### src/rtl/alu_loader.sv
// alu_loader: command-driven initiator that replays the three-step register
// load sequence into an ALU top, waits for the result to settle, captures it
// and returns it as a valid/ready response.
//
// state    | meaning
// ---------+--------------------------------------------------------------
// IDLE     | ready for a command; o_cmd_ready high
// LOAD_A   | operand A on the bus, o_enable_1 pulsed
// GAP_A    | enables low, A held on the bus
// LOAD_B   | operand B on the bus, o_enable_2 pulsed
// GAP_B    | enables low, B held on the bus
// LOAD_OP  | opcode (MSB-aligned) on the bus, o_enable_3 pulsed
// GAP_OP   | enables low, opcode held on the bus
// SETTLE   | settle down-counter running; capture on terminal count
// RESP     | response valid, held until i_rsp_ready
//
// NB_OP must not exceed NB_DATA and SETTLE_CYCLES must be at least 1.
module alu_loader #(
  parameter int NB_DATA       = 8,
  parameter int NB_OP         = 6,
  parameter int SETTLE_CYCLES = 1
) (
  input  logic               i_clk,
  input  logic               i_reset,
  input  logic               i_cmd_valid,
  output logic               o_cmd_ready,
  input  logic [NB_DATA-1:0] i_cmd_a,
  input  logic [NB_DATA-1:0] i_cmd_b,
  input  logic [NB_OP-1:0]   i_cmd_op,
  output logic [NB_DATA-1:0] o_data,
  output logic               o_enable_1,
  output logic               o_enable_2,
  output logic               o_enable_3,
  input  logic [NB_DATA-1:0] i_alu_result,
  input  logic               i_alu_carry,
  input  logic               i_alu_zero,
  output logic               o_rsp_valid,
  input  logic               i_rsp_ready,
  output logic [NB_DATA-1:0] o_rsp_result,
  output logic               o_rsp_carry,
  output logic               o_rsp_zero
);

  // The counter only ever holds SETTLE_CYCLES-1 down to 0.
  localparam int NB_CNT = (SETTLE_CYCLES > 1) ? $clog2(SETTLE_CYCLES) : 1;
  localparam logic [NB_CNT-1:0] CNT_LOAD = NB_CNT'(SETTLE_CYCLES - 1);

  typedef enum logic [3:0] {
    ST_IDLE,
    ST_LOAD_A,
    ST_GAP_A,
    ST_LOAD_B,
    ST_GAP_B,
    ST_LOAD_OP,
    ST_GAP_OP,
    ST_SETTLE,
    ST_RESP
  } state_t;

  state_t              r_state;
  state_t              w_next_state;

  logic [NB_DATA-1:0]  r_a;
  logic [NB_DATA-1:0]  r_b;
  logic [NB_OP-1:0]    r_op;
  logic [NB_CNT-1:0]   r_settle_cnt;
  logic [NB_DATA-1:0]  r_data;
  logic                r_enable_1;
  logic                r_enable_2;
  logic                r_enable_3;
  logic                r_cmd_ready;
  logic                r_rsp_valid;
  logic [NB_DATA-1:0]  r_rsp_result;
  logic                r_rsp_carry;
  logic                r_rsp_zero;

  logic [NB_CNT-1:0]   w_next_cnt;
  logic [NB_DATA-1:0]  w_next_data;
  logic                w_next_enable_1;
  logic                w_next_enable_2;
  logic                w_next_enable_3;
  logic                w_next_cmd_ready;
  logic                w_next_rsp_valid;
  logic                w_load_cmd;
  logic                w_capture;
  logic [NB_DATA-1:0]  w_op_bus;

  // Opcode sits in the bus MSBs with the low bits zero.
  assign w_op_bus = NB_DATA'(r_op) << (NB_DATA - NB_OP);

  // Next-state and next-output decode; every output is registered below.
  always_comb begin
    w_next_state     = r_state;
    w_next_cnt       = r_settle_cnt;
    w_next_data      = r_data;
    w_next_enable_1  = 1'b0;
    w_next_enable_2  = 1'b0;
    w_next_enable_3  = 1'b0;
    w_next_cmd_ready = 1'b0;
    w_next_rsp_valid = r_rsp_valid;
    w_load_cmd       = 1'b0;
    w_capture        = 1'b0;
    case (r_state)
      ST_IDLE: begin
        w_next_cmd_ready = 1'b1;
        if (i_cmd_valid && r_cmd_ready) begin
          w_load_cmd       = 1'b1;
          w_next_state     = ST_LOAD_A;
          w_next_data      = i_cmd_a;
          w_next_enable_1  = 1'b1;
          w_next_cmd_ready = 1'b0;
        end
      end
      ST_LOAD_A: begin
        w_next_state = ST_GAP_A;
      end
      ST_GAP_A: begin
        w_next_state    = ST_LOAD_B;
        w_next_data     = r_b;
        w_next_enable_2 = 1'b1;
      end
      ST_LOAD_B: begin
        w_next_state = ST_GAP_B;
      end
      ST_GAP_B: begin
        w_next_state    = ST_LOAD_OP;
        w_next_data     = w_op_bus;
        w_next_enable_3 = 1'b1;
      end
      ST_LOAD_OP: begin
        w_next_state = ST_GAP_OP;
      end
      ST_GAP_OP: begin
        w_next_state = ST_SETTLE;
        w_next_cnt   = CNT_LOAD;
      end
      ST_SETTLE: begin
        if (r_settle_cnt == '0) begin
          w_capture        = 1'b1;
          w_next_state     = ST_RESP;
          w_next_rsp_valid = 1'b1;
        end else begin
          w_next_cnt = r_settle_cnt - 1'b1;
        end
      end
      ST_RESP: begin
        if (i_rsp_ready) begin
          w_next_state     = ST_IDLE;
          w_next_rsp_valid = 1'b0;
          w_next_cmd_ready = 1'b1;
        end
      end
      default: begin
        w_next_state = ST_IDLE;
      end
    endcase
  end

  // State, bus, strobes, handshake flags and settle counter.
  always_ff @(posedge i_clk) begin
    if (!i_reset) begin
      r_state      <= ST_IDLE;
      r_settle_cnt <= '0;
      r_data       <= '0;
      r_enable_1   <= 1'b0;
      r_enable_2   <= 1'b0;
      r_enable_3   <= 1'b0;
      r_cmd_ready  <= 1'b0;
      r_rsp_valid  <= 1'b0;
    end else begin
      r_state      <= w_next_state;
      r_settle_cnt <= w_next_cnt;
      r_data       <= w_next_data;
      r_enable_1   <= w_next_enable_1;
      r_enable_2   <= w_next_enable_2;
      r_enable_3   <= w_next_enable_3;
      r_cmd_ready  <= w_next_cmd_ready;
      r_rsp_valid  <= w_next_rsp_valid;
    end
  end

  // Command capture on accept so later input changes are ignored.
  always_ff @(posedge i_clk) begin
    if (!i_reset) begin
      r_a  <= '0;
      r_b  <= '0;
      r_op <= '0;
    end else if (w_load_cmd) begin
      r_a  <= i_cmd_a;
      r_b  <= i_cmd_b;
      r_op <= i_cmd_op;
    end
  end

  // Response capture at terminal count; fields then hold until the next capture.
  always_ff @(posedge i_clk) begin
    if (!i_reset) begin
      r_rsp_result <= '0;
      r_rsp_carry  <= 1'b0;
      r_rsp_zero   <= 1'b0;
    end else if (w_capture) begin
      r_rsp_result <= i_alu_result;
      r_rsp_carry  <= i_alu_carry;
      r_rsp_zero   <= i_alu_zero;
    end
  end

  assign o_cmd_ready  = r_cmd_ready;
  assign o_data       = r_data;
  assign o_enable_1   = r_enable_1;
  assign o_enable_2   = r_enable_2;
  assign o_enable_3   = r_enable_3;
  assign o_rsp_valid  = r_rsp_valid;
  assign o_rsp_result = r_rsp_result;
  assign o_rsp_carry  = r_rsp_carry;
  assign o_rsp_zero   = r_rsp_zero;

endmodule

### config.mk
export PLATFORM = sky130hd
export DESIGN_NAME = alu_loader
export DESIGN_NICKNAME = d
export VERILOG_FILES = /design/src/rtl/alu_loader.sv
export SDC_FILE = /design/constraint.sdc
export NUM_CORES = 1
export LEC_CHECK = 0
export CORE_MARGIN = 2
export CORE_UTILIZATION = 42
export CTS_BUF_LIST = sky130_fd_sc_hd__clkbuf_8
export DETAILED_ROUTE_END_ITERATION = 8
export PLACE_DENSITY_LB_ADDON = 0.08
export SLEW_MARGIN = 20
export SYNTH_ARGS = -nofsm -noshare
export SYNTH_HDL_FRONTEND = slang
export SYNTH_SLANG_ARGS = --single-unit
export TNS_END_PERCENT = 100
### constraint.sdc
create_clock -name i_clk -period 1.3 [get_ports i_clk]
set_input_delay 0.26 -clock i_clk [delete_from_list [all_inputs] [get_ports i_clk]]
set_output_delay 0.26 -clock i_clk [all_outputs]
set_load 0.02 [all_outputs]
==> impl_metrics.toml, run 1 <==
[worst_setup_path]
path_class = "reg2reg"
worst_ep_required_time_ps = 1510
reg2reg_depth = 4
worstPathMaxFanout = 5
critPathMaxStageDelay_ps = 370
crit_buf_inv = 1
r2r_setup_slack_ps = -30
rr_endpoint = "o_data[1]$_SDFFE_PN0P_"
cpLargestDelayFamily = "simple AND/OR/NAND/NOR gates"
crit_start = "r_state[0]$_SDFFE_PN0P_"
timing.rr.start = "r_state[0]$_SDFFE_PN0P_"
crit_slowest_cell = "dfxtp_4"
cp_cell_sequence = "buf_6 -> nor3_4 -> nand3_2 -> a311oi_2"
arrival_ps = 1530
cp-end-kind = "flop"
cp-start-kind = "flop"

[yosys]
ys_types = 35
ys_ff_latch = 41
yosysWarningCount = 0
synth_cells = 196
yosysSeqAreaShare = 0.4706
mappedNetlistArea_mm2 = 0.001744
syn_nets = 232
syn-mean-instance-area_um2 = 8.899

[timing]
skew_ps = 4.219
fin_setup_tns_ps = -47.63
min_period_over_period = 1.022
fmax_mhz = 752.8
layout_setup_ws_ps = -28.35
hold_viol = 0
worstMarginPinSlew_ps = 362.7
max_slew_margin = 0.7574
drv_slew = 0
setup_violations = 4
rsz0062_at_grt = "yes"
fin_crit_ps = 1328
holdWs_ps = 446.1

[power]
leakage_uw = 0.001109
power_density_mw_per_mm2 = 1959
power.share.clock = 0.192
seqPwrFrac = 0.319
p_int_uw = 3495
p_switching_uw = 1990
power.total_uw = 5486
p_sw_frac = 0.3629
power_frac_comb = 0.490
peakVddDrop_mv = 0.8202

[hold_path]
holdPathEnd = "o_rsp_result[0]$_SDFFE_PN0P_"
worstHoldStart = "o_rsp_result[0]$_SDFFE_PN0P_"
min-delay-path-class = "reg2reg"
min_path_cells = 2

[finish]
drive_above_1_share = 0.2410
final_util = 0.7000
fillers = 326
diodes = 0
fin_nets = 313
fin_cells = 328
syn_to_final_growth_pct = 60.55
multiInputGateArea_um2 = 880.8
seqCellArea_um2 = 834.6

[floorplanning]
die_x_um = 68.44
io_pins = 59
dieArea_mm2 = 0.004684
rows = 23
start_util = 0.4360
design.core.area_mm2 = 0.004000
die_h_um = 68.44

[clocking]
cts_max_level = 2
cts_sinks = 41
clock_path_buffers = 2
clock_latency_ps = 290
cts_tree = "done"
cts_made_buffers = 5
cts_root_buf = "clkbuf_8"
clkTransAtPathRegs_ps = 80

[placement]
placed_cells = 316
place_congestion = 0.7997
dp_hpwl_mm = 3.089
port_buffers = 58

[grt]
grt_use_total = 0.2050
grt_pass1_wl_mm = 7.155
grt_pass1_vias = 1500
antenna_found_initial = 0
grt_overflow = 0
grt_max_degree = 20

[status]
outcome = "finished with violations"
violations = "setup timing"

[detailed_routing]
drc = 0
avgRoutedWirePerCell_um = 14.57
first_pass_iters = 4
ant_nets = 0
drtIter0Drc = 136
via_per_inst = 5.238
via_count = 1718
wirelength_mm = 4.780

[run]
drv_cap = 0
state kept, by name, summed over array words and instances, names as in the netlist:
signal        cells
o_enable_3        1
o_cmd_ready       1
o_rsp_valid       1
o_rsp_result      8
o_enable_1        1
r_state           4
r_b               8
o_enable_2        1
o_data            8
o_rsp_zero        1
o_rsp_carry       1
r_op              6
what timing repair did:
item,CTS,global route
pin swaps,0,16
hold buffers,0,0
setup buffers,0,2
endpoints found under the setup margin,53,33
cloned,0,2
resized for setup,30,42
synthesized netlist by cell type:
cell type	count	area [um^2]
xnor2_1	1	8.760
nand4b_1	1	8.760
a211oi_4	1	20.02
or3_1	1	6.260
a211o_4	1	17.52
xor2_1	1	8.760
clkbuf_1	6	22.52
inv_2	1	3.750
a311oi_1	8	70.07
and4b_1	1	10.01
and2b_2	1	8.760
a2bb2oi_1	1	8.760
nor3_4	1	16.27
o32ai_2	1	16.27
a211oi_1	1	7.510
nand3_1	15	75.07
nand3b_1	1	7.510
nor2b_1	2	12.51
nor4b_1	1	8.760
and2_4	1	8.760
a22oi_1	6	45.04
nor3_1	3	15.01
dfxtp_1	41	820.8
nor2_1	4	15.01
nand2_1	23	86.33
and3b_1	1	8.760
buf_2	3	15.01
nand2b_1	2	12.51
buf_4	4	30.03
buf_6	4	45.04
a21oi_1	33	165.2
o21ai_0	22	110.1
or2_2	1	6.260
xnor2_2	1	16.27
and3_1	1	6.260
worst register-to-register path, stage by stage, from the launching register on:
cell and delay [ps]:
dfxtp_4 370, buf_6 120, nor3_4 350, nand3_2 140
a311oi_2 270
routing by layer:
metal / GRT usage / part of all wire / up-vias
li1: - / - / 873
met1: 0.2893 / 0.46 / 789
met2: 0.3029 / 0.47 / 52
met3: 0.05592 / 0.059 / 4
met4: 0.06000 / 0.0077 / 0
met5: 0 / 0 / -
how the worst max path moves through the flow:
stage	slack, ps	to	depth (start not counted)
floorplan	-30	r_b[0]$_SDFFE_PN0P_	6
global route	-70	o_data[1]$_SDFFE_PN0P_	4
CTS	-20	o_data[1]$_SDFFE_PN0P_	4
finish	-30	o_data[1]$_SDFFE_PN0P_	4
detailed placement	-300	o_data[6]$_SDFFE_PN0P_	5
global placement	-270	o_data[1]$_SDFFE_PN0P_	4
through the flow:
step,instance area [um^2],worst slack [ps]
2_1_floorplan,1752,-32.74
3_3_place_gp,2531,-269.7
3_5_place_dp,2531,-302.5
4_1_cts,2640,-18.37
5_1_grt,2800,-65.83
6_report,2800,-28.35
cell usage in the layout (no fill, tap or decap), types with 2 or more instances in the layout:
cell type	instances
clkdlybuf4s50_1	34
nor2b_1	2
buf_4	19
dfxtp_4	3
dlygate4sd2_1	20
dfxtp_2	2
nand3_1	13
clkbuf_8	6
a21oi_1	27
dfxtp_1	36
nor2_1	4
a311oi_2	2
a22oi_1	6
nand2_1	23
o21ai_1	15
nor3_1	3
clkdlybuf4s15_1	2
nand3_2	2
a21oi_2	5
buf_6	9
nand2b_1	2
o21ai_0	5
buf_12	4
o21ai_2	2
a311oi_1	6
kinds of logic after synthesis:
logic type | share of synthesized area
AOI/OAI and AO/OA | 0.2640
xor gates and xnor gates | 0.01937
buffers and inverters | 0.06671
DFF | 0.4706
and+or+nand+nor | 0.1793
layout make-up:
type | count | area share
clock buffer | 6 | 0.02949
multi-input combinational | 137 | 0.3146
clock inverter | 2 | 0.01206
timing repair buffer | 91 | 0.3222
sequential | 41 | 0.2980
inverter | 1 | 0.001340
tap | 50 | 0.02234
power groups by stage:
stage / clock network (uW) / registers (uW) / logic [uW]
3_5_place_dp: 0 / 1720 / 2310
6_report: 1050 / 1750 / 2690
5_1_grt: 1130 / 1780 / 2880
4_1_cts: 1070 / 1700 / 2270
2_1_floorplan: 0 / 1840 / 1270
3_3_place_gp: 0 / 1720 / 2300
Note: power is estimated with default switching activity, not from simulation.
==> run 2: changes to the inputs <==
==> constraint.sdc (replaced) <==
create_clock -name i_clk -period 1.3 [get_ports i_clk]
set_input_delay 0.26 -clock i_clk [delete_from_list [all_inputs] [get_ports i_clk]]
set_output_delay 0.26 -clock i_clk [all_outputs]
set_load 0.01 [all_outputs]
==> run 2 against run 1 <==
Net effect:
- the flow now finishes without violations
- final area decreased by 2.2%
- worst setup slack improved by 40 ps
- clock power decreased by 23%
- clock skew about the same
- die area unchanged
- non-clock buffer count increased by 2
- critical path type unchanged
- largest cell class unchanged
- global-route usage increased by 0.23 points
- sequential share of layout area increased by 0.58 points
- count of clock-buffer cells in the layout decreased by 1
- fmax increased by 3.1%
- flip-flop and latch count unchanged
==> impl_metrics.toml, run 2 (same netlist as run 1, synthesis figures left out) <==
[grt]
grt_overflow = 0
gr-usage-met1 = 0.2966
grt_pass1_wl_mm = 7.079
grtUsageMet2 = 0.2861
grt_max_degree = 17
antenna_found_initial = 0
grt_pass1_vias = 1471
grt-busiest-layer = "met1"
grt_use_total = 0.2074
grtUsageMet3 = 0.05428

[power]
power_density_mw_per_mm2 = 1824
peakVddDrop_mv = 0.8280
power.share.clock = 0.162
p_sw_frac = 0.3596
power_frac_comb = 0.495
power.total_uw = 4995
p_int_uw = 3199
seqPwrFrac = 0.344
p_switching_uw = 1796
leakage_uw = 0.001101

[floorplanning]
design.core.area_mm2 = 0.004000
die_x_um = 68.44
io_pins = 59
dieArea_mm2 = 0.004684
start_util = 0.4360
die_h_um = 68.44
rows = 23

[hold_path]
worstHoldStart = "i_cmd_valid"
min-delay-path-class = "in2reg"

[finish]
seqCellArea_um2 = 832.0
syn_to_final_growth_pct = 57.03
multiInputGateArea_um2 = 864.6
final_cell_mix = "36 x dfxtp_1, 34 x clkdlybuf4s50_1, 31 x a21oi_1"
mostFrequentLayoutCell = "dfxtp_1"
fin_nets = 315
fillers = 337
drive_above_1_share = 0.2393
diodes = 0
final_util = 0.6847

[timing]
layout_setup_ws_ps = 11.83
worstMarginPinSlew_ps = 331.1
fin_crit_ps = 1288
hold_viol = 0
max_slew_margin = 0.7790
rsz0062_at_grt = "yes"
drv_slew = 0
setup_violations = 0
holdWs_ps = 447.5
min_period_over_period = 0.9909
skew_ps = 3.808
fmax_mhz = 776.3

[clocking]
cts_root_buf = "clkbuf_8"
clkTransAtPathRegs_ps = 80
clock_latency_ps = 300
cts_made_buffers = 5
cts_tree = "done"
cts_max_level = 2
cts_sinks = 41
clock_path_buffers = 2
cts_hold_buf = 0

[run]
drv_cap = 0

[worst_setup_path]
worst_ep_required_time_ps = 1510
r2r_setup_slack_ps = 10
rr_endpoint = "o_data[7]$_SDFFE_PN0P_"
cp_cell_sequence = "buf_6 -> a211oi_4 -> buf_6 -> a21oi_2 -> a311oi_1"
arrival_ps = 1500
worstPathMaxFanout = 7
critPathMaxStageDelay_ps = 370
path_class = "reg2reg"
crit_start = "r_state[1]$_SDFFE_PN0P_"
endpoint = "o_data[7]$_SDFFE_PN0P_"
reg2reg_depth = 5
cp-end-kind = "flop"
timing.rr.start = "r_state[1]$_SDFFE_PN0P_"
crit_slowest_cell = "dfxtp_4"
cp_common_cell = "buf_6"
cp-start-kind = "flop"

[detailed_routing]
avgRoutedWirePerCell_um = 13.97
wirelength_mm = 4.610
drc = 0
drtIter0Drc = 96
via_count = 1722
via_per_inst = 5.218
first_pass_iters = 4
ant_nets = 0

[placement]
dp_slack_ps = -298.3
dp_hpwl_mm = 3.179
port_buffers = 58
place_congestion = 0.7984

[status]
outcome = "completed"
==> run 2: cell types whose count changed in the layout (fill, tap and decap cells not counted), sizes merged <==
cell / change
dlygate4sd2: +3
buf: +2
clkbuf: -2
clkdlybuf4s15: -2
clkinv: +2
bufinv: -1
==> run 2: stage by stage <==
step           setup TNS (ps)  area (um^2)  instances
3_5_place_dp            -5136         2540        319
2_1_floorplan          -173.9         1754        196
3_3_place_gp            -4549         2540        319
6_report                    0         2739        330
5_1_grt                -392.8         2739        330
4_1_cts                     0         2648        328
==> run 2: worst min path at each step <==
stage                                              end  slack [ps]  cells past startpoint
final                          r_state[0]$_SDFFE_PN0P_         450                      4
after global routing      o_rsp_result[3]$_SDFFE_PN0P_         480                      2
after CTS                 o_rsp_result[0]$_SDFFE_PN0P_         460                      2
after detailed placement  o_rsp_result[0]$_SDFFE_PN0P_         450                      2
after global placement    o_rsp_result[7]$_SDFFE_PN0P_         440                      2
after floorplan               o_rsp_valid$_SDFFE_PN0P_         380                      1
==> run 2: final cells by class <==
class,instances,area share
Timing Repair Buffer,93,0.3262
Clock buffer,5,0.02513
Sequential cell,41,0.3038
Clock inverter,3,0.005025
Tap cell,50,0.02284
Inverter,1,0.001370
Multi-Input combinational cell,137,0.3157
==> run 2: repair_timing <==
action	CTS	global route
gates cloned	0	1
buffers inserted	1	1
resized for setup	36	22
endpoints found under the setup margin	48	30
pin swaps	8	6
endpoints found under the hold margin	0	0
==> run 2: worst max-delay path: cells and delay by family, from the launching register on <==
| family | cells | cell delay [ps] |
|---|---|---|
| compound gates | 3 | 540 |
| buf+inv | 2 | 300 |
| flops | 1 | 370 |
==> run 2: metal layers <==
layer	up-vias	share of wire
met5	-	0
met1	799	0.48
met2	41	0.45
met4	0	0.017
met3	8	0.055
li1	874	-
==> run 2: power groups by stage <==
stage	logic, uW	clock network [uW]	registers (uW)
6_report	2470	807	1720
5_1_grt	2710	877	1750
4_1_cts	2160	832	1710
3_5_place_dp	2170	0	1720
3_3_place_gp	2160	0	1720
2_1_floorplan	1280	0	1730
==> run 3: changes to the inputs <==
- GPL_ROUTABILITY_DRIVEN: default -> 0
==> results of run 3 <==
Same layout as run 2: the final DEF is identical, and so are final timing and power.
